==> src/rtl/bram_port_arbiter_if.sv <==
`timescale 1ns/1ps
`default_nettype none
// ============================================================================
//  Module   : bram_port_arbiter_if
//  Purpose  : Requester-side and BRAM-side signal bundle of the BRAM port
//             arbiter. The slave modport is the arbiter's view and the master
//             modport is the view of the environment around it.
//  Revision : 1.0 - initial release
// ============================================================================
interface bram_port_arbiter_if #(
  parameter int NUM_REQ   = 4,
  parameter int ADDR_BITW = 32,
  parameter int DATA_BITW = 32
) ();

  // Requester side
  logic [NUM_REQ-1:0]             Req_S;
  logic [NUM_REQ-1:0]             Gnt_S;
  logic [NUM_REQ*ADDR_BITW-1:0]   Addr_S;
  logic [NUM_REQ*DATA_BITW/8-1:0] WrEn_S;
  logic [NUM_REQ*DATA_BITW-1:0]   Wr_D;
  logic [DATA_BITW-1:0]           Rd_D;
  logic [NUM_REQ-1:0]             RdValid_S;

  // BRAM side
  logic                           BramClk_C;
  logic                           BramRst_R;
  logic                           BramEn_S;
  logic [ADDR_BITW-1:0]           BramAddr_S;
  logic [DATA_BITW/8-1:0]         BramWrEn_S;
  logic [DATA_BITW-1:0]           BramWr_D;
  logic [DATA_BITW-1:0]           BramRd_D;

  modport slave (
    input  Req_S, Addr_S, WrEn_S, Wr_D, BramRd_D,
    output Gnt_S, Rd_D, RdValid_S,
    output BramClk_C, BramRst_R, BramEn_S, BramAddr_S, BramWrEn_S, BramWr_D
  );

  modport master (
    output Req_S, Addr_S, WrEn_S, Wr_D, BramRd_D,
    input  Gnt_S, Rd_D, RdValid_S,
    input  BramClk_C, BramRst_R, BramEn_S, BramAddr_S, BramWrEn_S, BramWr_D
  );

endinterface
`default_nettype wire

==> src/rtl/bram_port_arbiter.sv <==
`timescale 1ns/1ps
`default_nettype none
// ============================================================================
//  Module   : bram_port_arbiter
//  Purpose  : Round-robin sharing of one BRAM port among NUM_REQ single-beat
//             requesters. Grants are combinational in the request cycle; read
//             responses are routed back to their issuer through a tag pipeline
//             matching the BRAM read latency.
//  Revision : 1.0 - initial release
// ============================================================================
module bram_port_arbiter #(
  parameter int NUM_REQ    = 4,
  parameter int ADDR_BITW  = 32,
  parameter int DATA_BITW  = 32,
  parameter int RD_LATENCY = 1
) (
  input  logic               Clk_C,
  input  logic               Rst_R,
  bram_port_arbiter_if.slave bus
);

  localparam int BE_BITW  = DATA_BITW / 8;
  localparam int IDX_BITW = $clog2(NUM_REQ);
  localparam int LAST     = RD_LATENCY - 1;

  logic [IDX_BITW-1:0] Ptr_q;
  logic [IDX_BITW-1:0] Ptr_d;
  logic                win_vld;
  logic [IDX_BITW-1:0] win_idx;
  int                  cand_idx;
  logic [IDX_BITW-1:0] cand_sel;
  logic [BE_BITW-1:0]  sel_wren;

  // Read-tag pipeline: one {valid, requester index} entry per BRAM latency cycle
  logic [RD_LATENCY-1:0] vld_q;
  logic [IDX_BITW-1:0]   idx_q [RD_LATENCY];

  // The BRAM shares clock and reset with the arbiter
  assign bus.BramClk_C = Clk_C;
  assign bus.BramRst_R = Rst_R;

  // Round-robin search starting at the pointer; nothing wins while in reset
  always_comb begin
    win_vld  = 1'b0;
    win_idx  = '0;
    cand_idx = 0;
    cand_sel = '0;
    for (int k = 0; k < NUM_REQ; k++) begin
      cand_idx = (int'(Ptr_q) + k) % NUM_REQ;
      cand_sel = cand_idx[IDX_BITW-1:0];
      if (!win_vld && bus.Req_S[cand_sel] && !Rst_R) begin
        win_vld = 1'b1;
        win_idx = cand_sel;
      end
    end
  end

  // Grant and mux the winner's access onto the BRAM port; all zero when idle
  always_comb begin
    bus.Gnt_S      = '0;
    bus.BramEn_S   = 1'b0;
    bus.BramAddr_S = '0;
    bus.BramWr_D   = '0;
    sel_wren       = '0;
    if (win_vld) begin
      bus.Gnt_S[win_idx] = 1'b1;
      bus.BramEn_S       = 1'b1;
      bus.BramAddr_S     = bus.Addr_S[win_idx*ADDR_BITW +: ADDR_BITW];
      bus.BramWr_D       = bus.Wr_D[win_idx*DATA_BITW +: DATA_BITW];
      sel_wren           = bus.WrEn_S[win_idx*BE_BITW +: BE_BITW];
    end
  end

  assign bus.BramWrEn_S = sel_wren;

  // Pointer moves just past the requester that transferred, wrapping to 0
  always_comb begin
    Ptr_d = Ptr_q;
    if (win_vld) begin
      Ptr_d = (win_idx == IDX_BITW'(NUM_REQ - 1)) ? '0 : win_idx + 1'b1;
    end
  end

  // Pointer register and read-tag shift pipeline (never stalls)
  always_ff @(posedge Clk_C) begin
    if (Rst_R) begin
      Ptr_q <= '0;
      vld_q <= '0;
      for (int s = 0; s < RD_LATENCY; s++) begin
        idx_q[s] <= '0;
      end
    end else begin
      Ptr_q    <= Ptr_d;
      vld_q[0] <= win_vld && (sel_wren == '0);
      idx_q[0] <= win_idx;
      for (int s = 1; s < RD_LATENCY; s++) begin
        vld_q[s] <= vld_q[s-1];
        idx_q[s] <= idx_q[s-1];
      end
    end
  end

  // Return the read to its issuer; forced quiet while reset is held
  always_comb begin
    bus.RdValid_S = '0;
    if (vld_q[LAST] && !Rst_R) begin
      bus.RdValid_S[idx_q[LAST]] = 1'b1;
    end
  end

  assign bus.Rd_D = bus.BramRd_D;

endmodule
`default_nettype wire
==> src/flat_wrapper.sv <==
// flat-port wrapper written by rule: the top's interface ports become plain ports
module bram_port_arbiter_flat 
#(
  parameter int NUM_REQ    = 4,
  parameter int ADDR_BITW  = 32,
  parameter int DATA_BITW  = 32,
  parameter int RD_LATENCY = 1
)
  (Clk_C, Rst_R, bus_Req_S, bus_Addr_S, bus_WrEn_S, bus_Wr_D, bus_BramRd_D, bus_Gnt_S, bus_Rd_D, bus_RdValid_S, bus_BramClk_C, bus_BramRst_R, bus_BramEn_S, bus_BramAddr_S, bus_BramWrEn_S, bus_BramWr_D);
  bram_port_arbiter_if #(.NUM_REQ(NUM_REQ), .ADDR_BITW(ADDR_BITW), .DATA_BITW(DATA_BITW)) bus_i ();
  input  logic Clk_C;
  input  logic Rst_R;
  input wire logic [$bits(bus_i.Req_S)-1:0] bus_Req_S;
  input wire logic [$bits(bus_i.Addr_S)-1:0] bus_Addr_S;
  input wire logic [$bits(bus_i.WrEn_S)-1:0] bus_WrEn_S;
  input wire logic [$bits(bus_i.Wr_D)-1:0] bus_Wr_D;
  input wire logic [$bits(bus_i.BramRd_D)-1:0] bus_BramRd_D;
  output wire logic [$bits(bus_i.Gnt_S)-1:0] bus_Gnt_S;
  output wire logic [$bits(bus_i.Rd_D)-1:0] bus_Rd_D;
  output wire logic [$bits(bus_i.RdValid_S)-1:0] bus_RdValid_S;
  output wire logic [$bits(bus_i.BramClk_C)-1:0] bus_BramClk_C;
  output wire logic [$bits(bus_i.BramRst_R)-1:0] bus_BramRst_R;
  output wire logic [$bits(bus_i.BramEn_S)-1:0] bus_BramEn_S;
  output wire logic [$bits(bus_i.BramAddr_S)-1:0] bus_BramAddr_S;
  output wire logic [$bits(bus_i.BramWrEn_S)-1:0] bus_BramWrEn_S;
  output wire logic [$bits(bus_i.BramWr_D)-1:0] bus_BramWr_D;
  assign bus_i.Req_S = bus_Req_S;
  assign bus_i.Addr_S = bus_Addr_S;
  assign bus_i.WrEn_S = bus_WrEn_S;
  assign bus_i.Wr_D = bus_Wr_D;
  assign bus_i.BramRd_D = bus_BramRd_D;
  assign bus_Gnt_S = bus_i.Gnt_S;
  assign bus_Rd_D = bus_i.Rd_D;
  assign bus_RdValid_S = bus_i.RdValid_S;
  assign bus_BramClk_C = bus_i.BramClk_C;
  assign bus_BramRst_R = bus_i.BramRst_R;
  assign bus_BramEn_S = bus_i.BramEn_S;
  assign bus_BramAddr_S = bus_i.BramAddr_S;
  assign bus_BramWrEn_S = bus_i.BramWrEn_S;
  assign bus_BramWr_D = bus_i.BramWr_D;
  bram_port_arbiter #(.NUM_REQ(NUM_REQ), .ADDR_BITW(ADDR_BITW), .DATA_BITW(DATA_BITW), .RD_LATENCY(RD_LATENCY)) u_core (.Clk_C(Clk_C), .Rst_R(Rst_R), .bus(bus_i));
endmodule
==> config.mk <==
export PLATFORM = sky130hd
export DESIGN_NAME = bram_port_arbiter_flat
export DESIGN_NICKNAME = d
export VERILOG_FILES = /design/src/rtl/bram_port_arbiter_if.sv /design/src/rtl/bram_port_arbiter.sv /design/src/flat_wrapper.sv
export SDC_FILE = /design/constraint.sdc
export NUM_CORES = 1
export LEC_CHECK = 0
export CAP_MARGIN = 20
export CELL_PAD_IN_SITES_DETAIL_PLACEMENT = 1
export CELL_PAD_IN_SITES_GLOBAL_PLACEMENT = 2
export CORE_AREA = 3 3 162 164
export CTS_BUF_LIST = sky130_fd_sc_hd__clkbuf_8
export DETAILED_ROUTE_END_ITERATION = 16
export DIE_AREA = 0 0 165 167
export HOLD_SLACK_MARGIN = 0.06
export MAX_ROUTING_LAYER = met4
export PLACE_DENSITY_LB_ADDON = 0.12
export SETUP_SLACK_MARGIN = 0.5
export SYNTH_ARGS = -nofsm -noshare
export SYNTH_HDL_FRONTEND = slang
export SYNTH_SLANG_ARGS = --single-unit
==> constraint.sdc <==
create_clock -name Clk_C -period 5 [get_ports Clk_C]
set_input_delay 1 -clock Clk_C [delete_from_list [all_inputs] [get_ports Clk_C]]
set_output_delay 1 -clock Clk_C [all_outputs]
set_load 0.02 [all_outputs]
* Yosys cells after proc, flatten, opt, wreduce, memory -nomap -nowiden
Memories as Yosys holds them, arrays and structs flattened. Cells that the tools add are included.
Word-level totals: register bits after elaboration 3, bits in writable memories 2, input port bits 310, output and inout bits 111, memories 1
Memories:
- u_core.idx_q | words 1, bits a word 2, rd ports 1, clocked after Yosys merged registers in 0, write ports 1, RTL line bram_port_arbiter.sv:36 | logic [IDX_BITW-1:0] idx_q [RD_LATENCY];
Cells by class: add/subtract/negate cells 4, magnitude comparators 8, equal/unequal tests 1, shift operators 3, muxes and demuxes 32, reduce and logical (&&, ||, !) cells 17
Operator list (count):
- 128-bit by 8-bit variable part select with 32-bit output | 2
- 32-bit 2-to-1 mux | 2
- 2-bit by 3-bit < comparator with 1-bit output (second input constant) | 6
- 16-bit by 5-bit variable part select with 4-bit output | 1
- 1-bit 2-to-1 mux | 15
- 2-bit 2-to-1 mux | 6
- 4-bit 2-to-1 mux | 3
- 1-bit logical AND | 11
- 1-bit binary-select mux with 2-bit select | 4
- 2-bit by 1-bit adder with 2-bit output (second input constant) | 2
- 2-bit adder (second input constant) | 2
- 1-bit demux with 2-bit select | 2
- 2-bit by 1-bit >= comparator with 1-bit output (second input constant) | 2
- 1-bit logical NOT | 4
- 4-bit logical NOT | 1
- 2-bit equality test (second input constant) | 1
- 2-bit OR reduction | 1

* Depth between registers and ports, before layout
depth after elaboration 21, gate-level depth with buffers 10, gate-level depth less buffers 7

==> metrics.txt <==
Leakage=2.54 nW; Total GRT Usage=0.124; die span in x=165 um; total of max-cap violations=0; GRT Residual Overflow=0; CP startpoint=bus_Req_S[0]; data required time of the worst path=4.00 ns; slew margin rel.=0.760; Post-Place Cell Area=0.00662 sq mm; Tmin final=4.37 ns; Via Count=3488; RSZ-0062 raised after global routing=no; Setup CP Type=input port to output port; dpl hpwl=15200 um; Cell variety after synth=32; measured slew at the worst slew-check pin=0.358 ns; worst reg2reg startpoint=u_core.Ptr_q[0]$_SDFFE_PP0P_; die span in y=167 um; final setup vio count=0; global-route wire length before repair=25000 um; hold wc startpoint=u_core.Ptr_q[1]$_SDFFE_PP0P_; Worst EP arrival=3.37 ns; most frequent cells in the layout=clkdlybuf4s50_1 (280), and2_1 (72), mux4_2 (69); Area Overhead vs Synth=140%; crit path to=bus_BramWr_D[1]; CTS tree=built; max-slew violation count=0; top cell type's share of synthesized area=0.554; reg-to-reg endpoint=u_core.vld_q$_SDFF_PP0_; largest net degree at the start of global routing=37; setup_tns=0 ns; Post-Syn Area=0.00281 sq mm; final core occ=0.269; most common cell after layout, fill and taps aside=clkdlybuf4s50_1; Final Hold Viols=0; Antenna Nets Post-Route=0; final instance area=0.00674 sq mm; FF+latch count, synth=5; number of flops mapped to enable cells by yosys=0; synthesized instance count=246; Hold/Removal Path Class=flop to flop; Initial DRT Pass Iterations=4; layout cell share with drive strength beyond 1=0.193; CP Launch Type=input port; fin nets=880; Ys Warns=0; post-route clock period utilization=0.873; final worst setup slack=0.633 ns; register area share after synthesis=0.0357; I/O Buffers=356; DRC Markers=0; Pwr Density=136 mW/mm^2; Yosys top cell by area=mux4_2; Syn Nets=560; reg2reg setup slack=2.72 ns; # IOs=421; core area=0.0250 sq mm; clock slew at reported path FFs=0.04 ns; top post-synthesis cells by area=mux4_2 (55%), and2_1 (16%), buf_4 (12%), dfxtp_1 (3.6%), ha_1 (1.8%); row cnt=58; Crit. End Element=output port; Register-to-Register Path Depth=7; Place WS=0.126 ns; Die Area=0.0276 sq mm; worst hold slack=0.561 ns; status=completed; FFs w/ async S/R, synth=0; CP max FO=11; clock skew after layout=0.000378 ns; maximum vdd drop=0.158 mV; WL/cell=19.7 um; Skew-Pair Late Insertion Delay=0.33 ns; maximum clock frequency=229 MHz; Iter 0 DRT Violations=75; GP Congestion=0.764; initial antenna violation count=1; Routed WL=17700 um; Syn Area/Cell=11.4 sq um; vias per cell=3.89; Initial Util=0.112; vias in the first global route=4038; most common flop cell mapped by yosys=dfxtp_1
layer usage:
layer	vias up	GRT usage	wire, um
li1	1563	-	-
met1	1686	0.107	5240
met2	203	0.256	10400
met3	36	0.0291	1610
met4	0	0.0295	378
met5	-	-	0
cells in the mapped netlist (2+ instances only):
cell type / instances
nor2_1: 4
dfxtp_1: 5
a21o_1: 2
clkbuf_1: 9
nor2b_1: 2
nand2_1: 2
buf_4: 45
mux4_2: 69
o22ai_1: 2
ha_1: 4
buf_2: 4
and2_1: 72
nor4bb_1: 2
a211oi_1: 2
inv_1: 5
metrics by stage:
stage,power [mW],instances
after CTS,0.937,895
after floorplan,0.430,246
after detailed placement,0.805,885
final,0.914,896
after global routing,0.972,896
after global placement,0.800,885
area by class of cell:
type	instances	area, sq um
inverters	5	18.8
repair buffers	370	3790
clock buffers	7	92.6
flip-flops and latches	5	100
clock inverters	1	3.75
multi-input cells	177	2320
fillers	2831	18300
well taps	330	413
diodes	1	2.50
report_power, final:
group | switching, mW | total, mW | leakage [nW] | internal, mW
logic | 0.257 | 0.697 | 2.45 | 0.441
registers | 0.00513 | 0.0491 | 0.0412 | 0.0440
clock network | 0.0502 | 0.168 | 0.0524 | 0.118
total | 0.312 | 0.914 | 2.54 | 0.602
registers in the layout (all words and copies together), names as in the netlist:
register / flops
u_core.Ptr_q: 2
u_core.idx_q: 2
u_core.vld_q: 1
cells by family (layout without fill, tap and decap cells):
family,count (synthesis),after routing,share of synthesized area
AOI/OAI and AO/OA,12,12,0.0299
adders and majority gates,4,4,0.0178
buffers and inverters,64,383,0.150
DFF,5,5,0.0357
muxes,71,71,0.562
other,0,1,0
and+or+nand+nor,90,90,0.205
repair_timing:
item                                    in CTS  in global routing
gates resized for setup                     96                  6
endpoints found under the setup margin      71                  6
cloned                                       1                  0
hold buffers                                 0                  0
pin swaps                                    1                  0
buffers inserted                             2                  0
worst max-delay path, cell delays in order:
cell and delay, ns:
dlygate4sd2_1 0.29, nor2b_1 0.15, mux4_2 0.52, o22ai_4 0.19, buf_12 0.15, bufbuf_16 0.29, mux4_2 0.29, and2_1 0.16
dlygate4sd2_1 0.32
worst min-delay path by stage:
stage / to / slack (ns) / depth (start not counted)
2_1_floorplan: u_core.Ptr_q[1]$_SDFFE_PP0P_ / 0.50 / 2
3_3_place_gp: u_core.Ptr_q[1]$_SDFFE_PP0P_ / 0.54 / 2
3_5_place_dp: u_core.Ptr_q[1]$_SDFFE_PP0P_ / 0.56 / 2
4_1_cts: u_core.Ptr_q[1]$_SDFFE_PP0P_ / 0.56 / 2
5_1_grt: u_core.Ptr_q[1]$_SDFFE_PP0P_ / 0.60 / 2
6_report: u_core.Ptr_q[1]$_SDFFE_PP0P_ / 0.56 / 2
No activity file was read; power rests on OpenSTA's default activity.
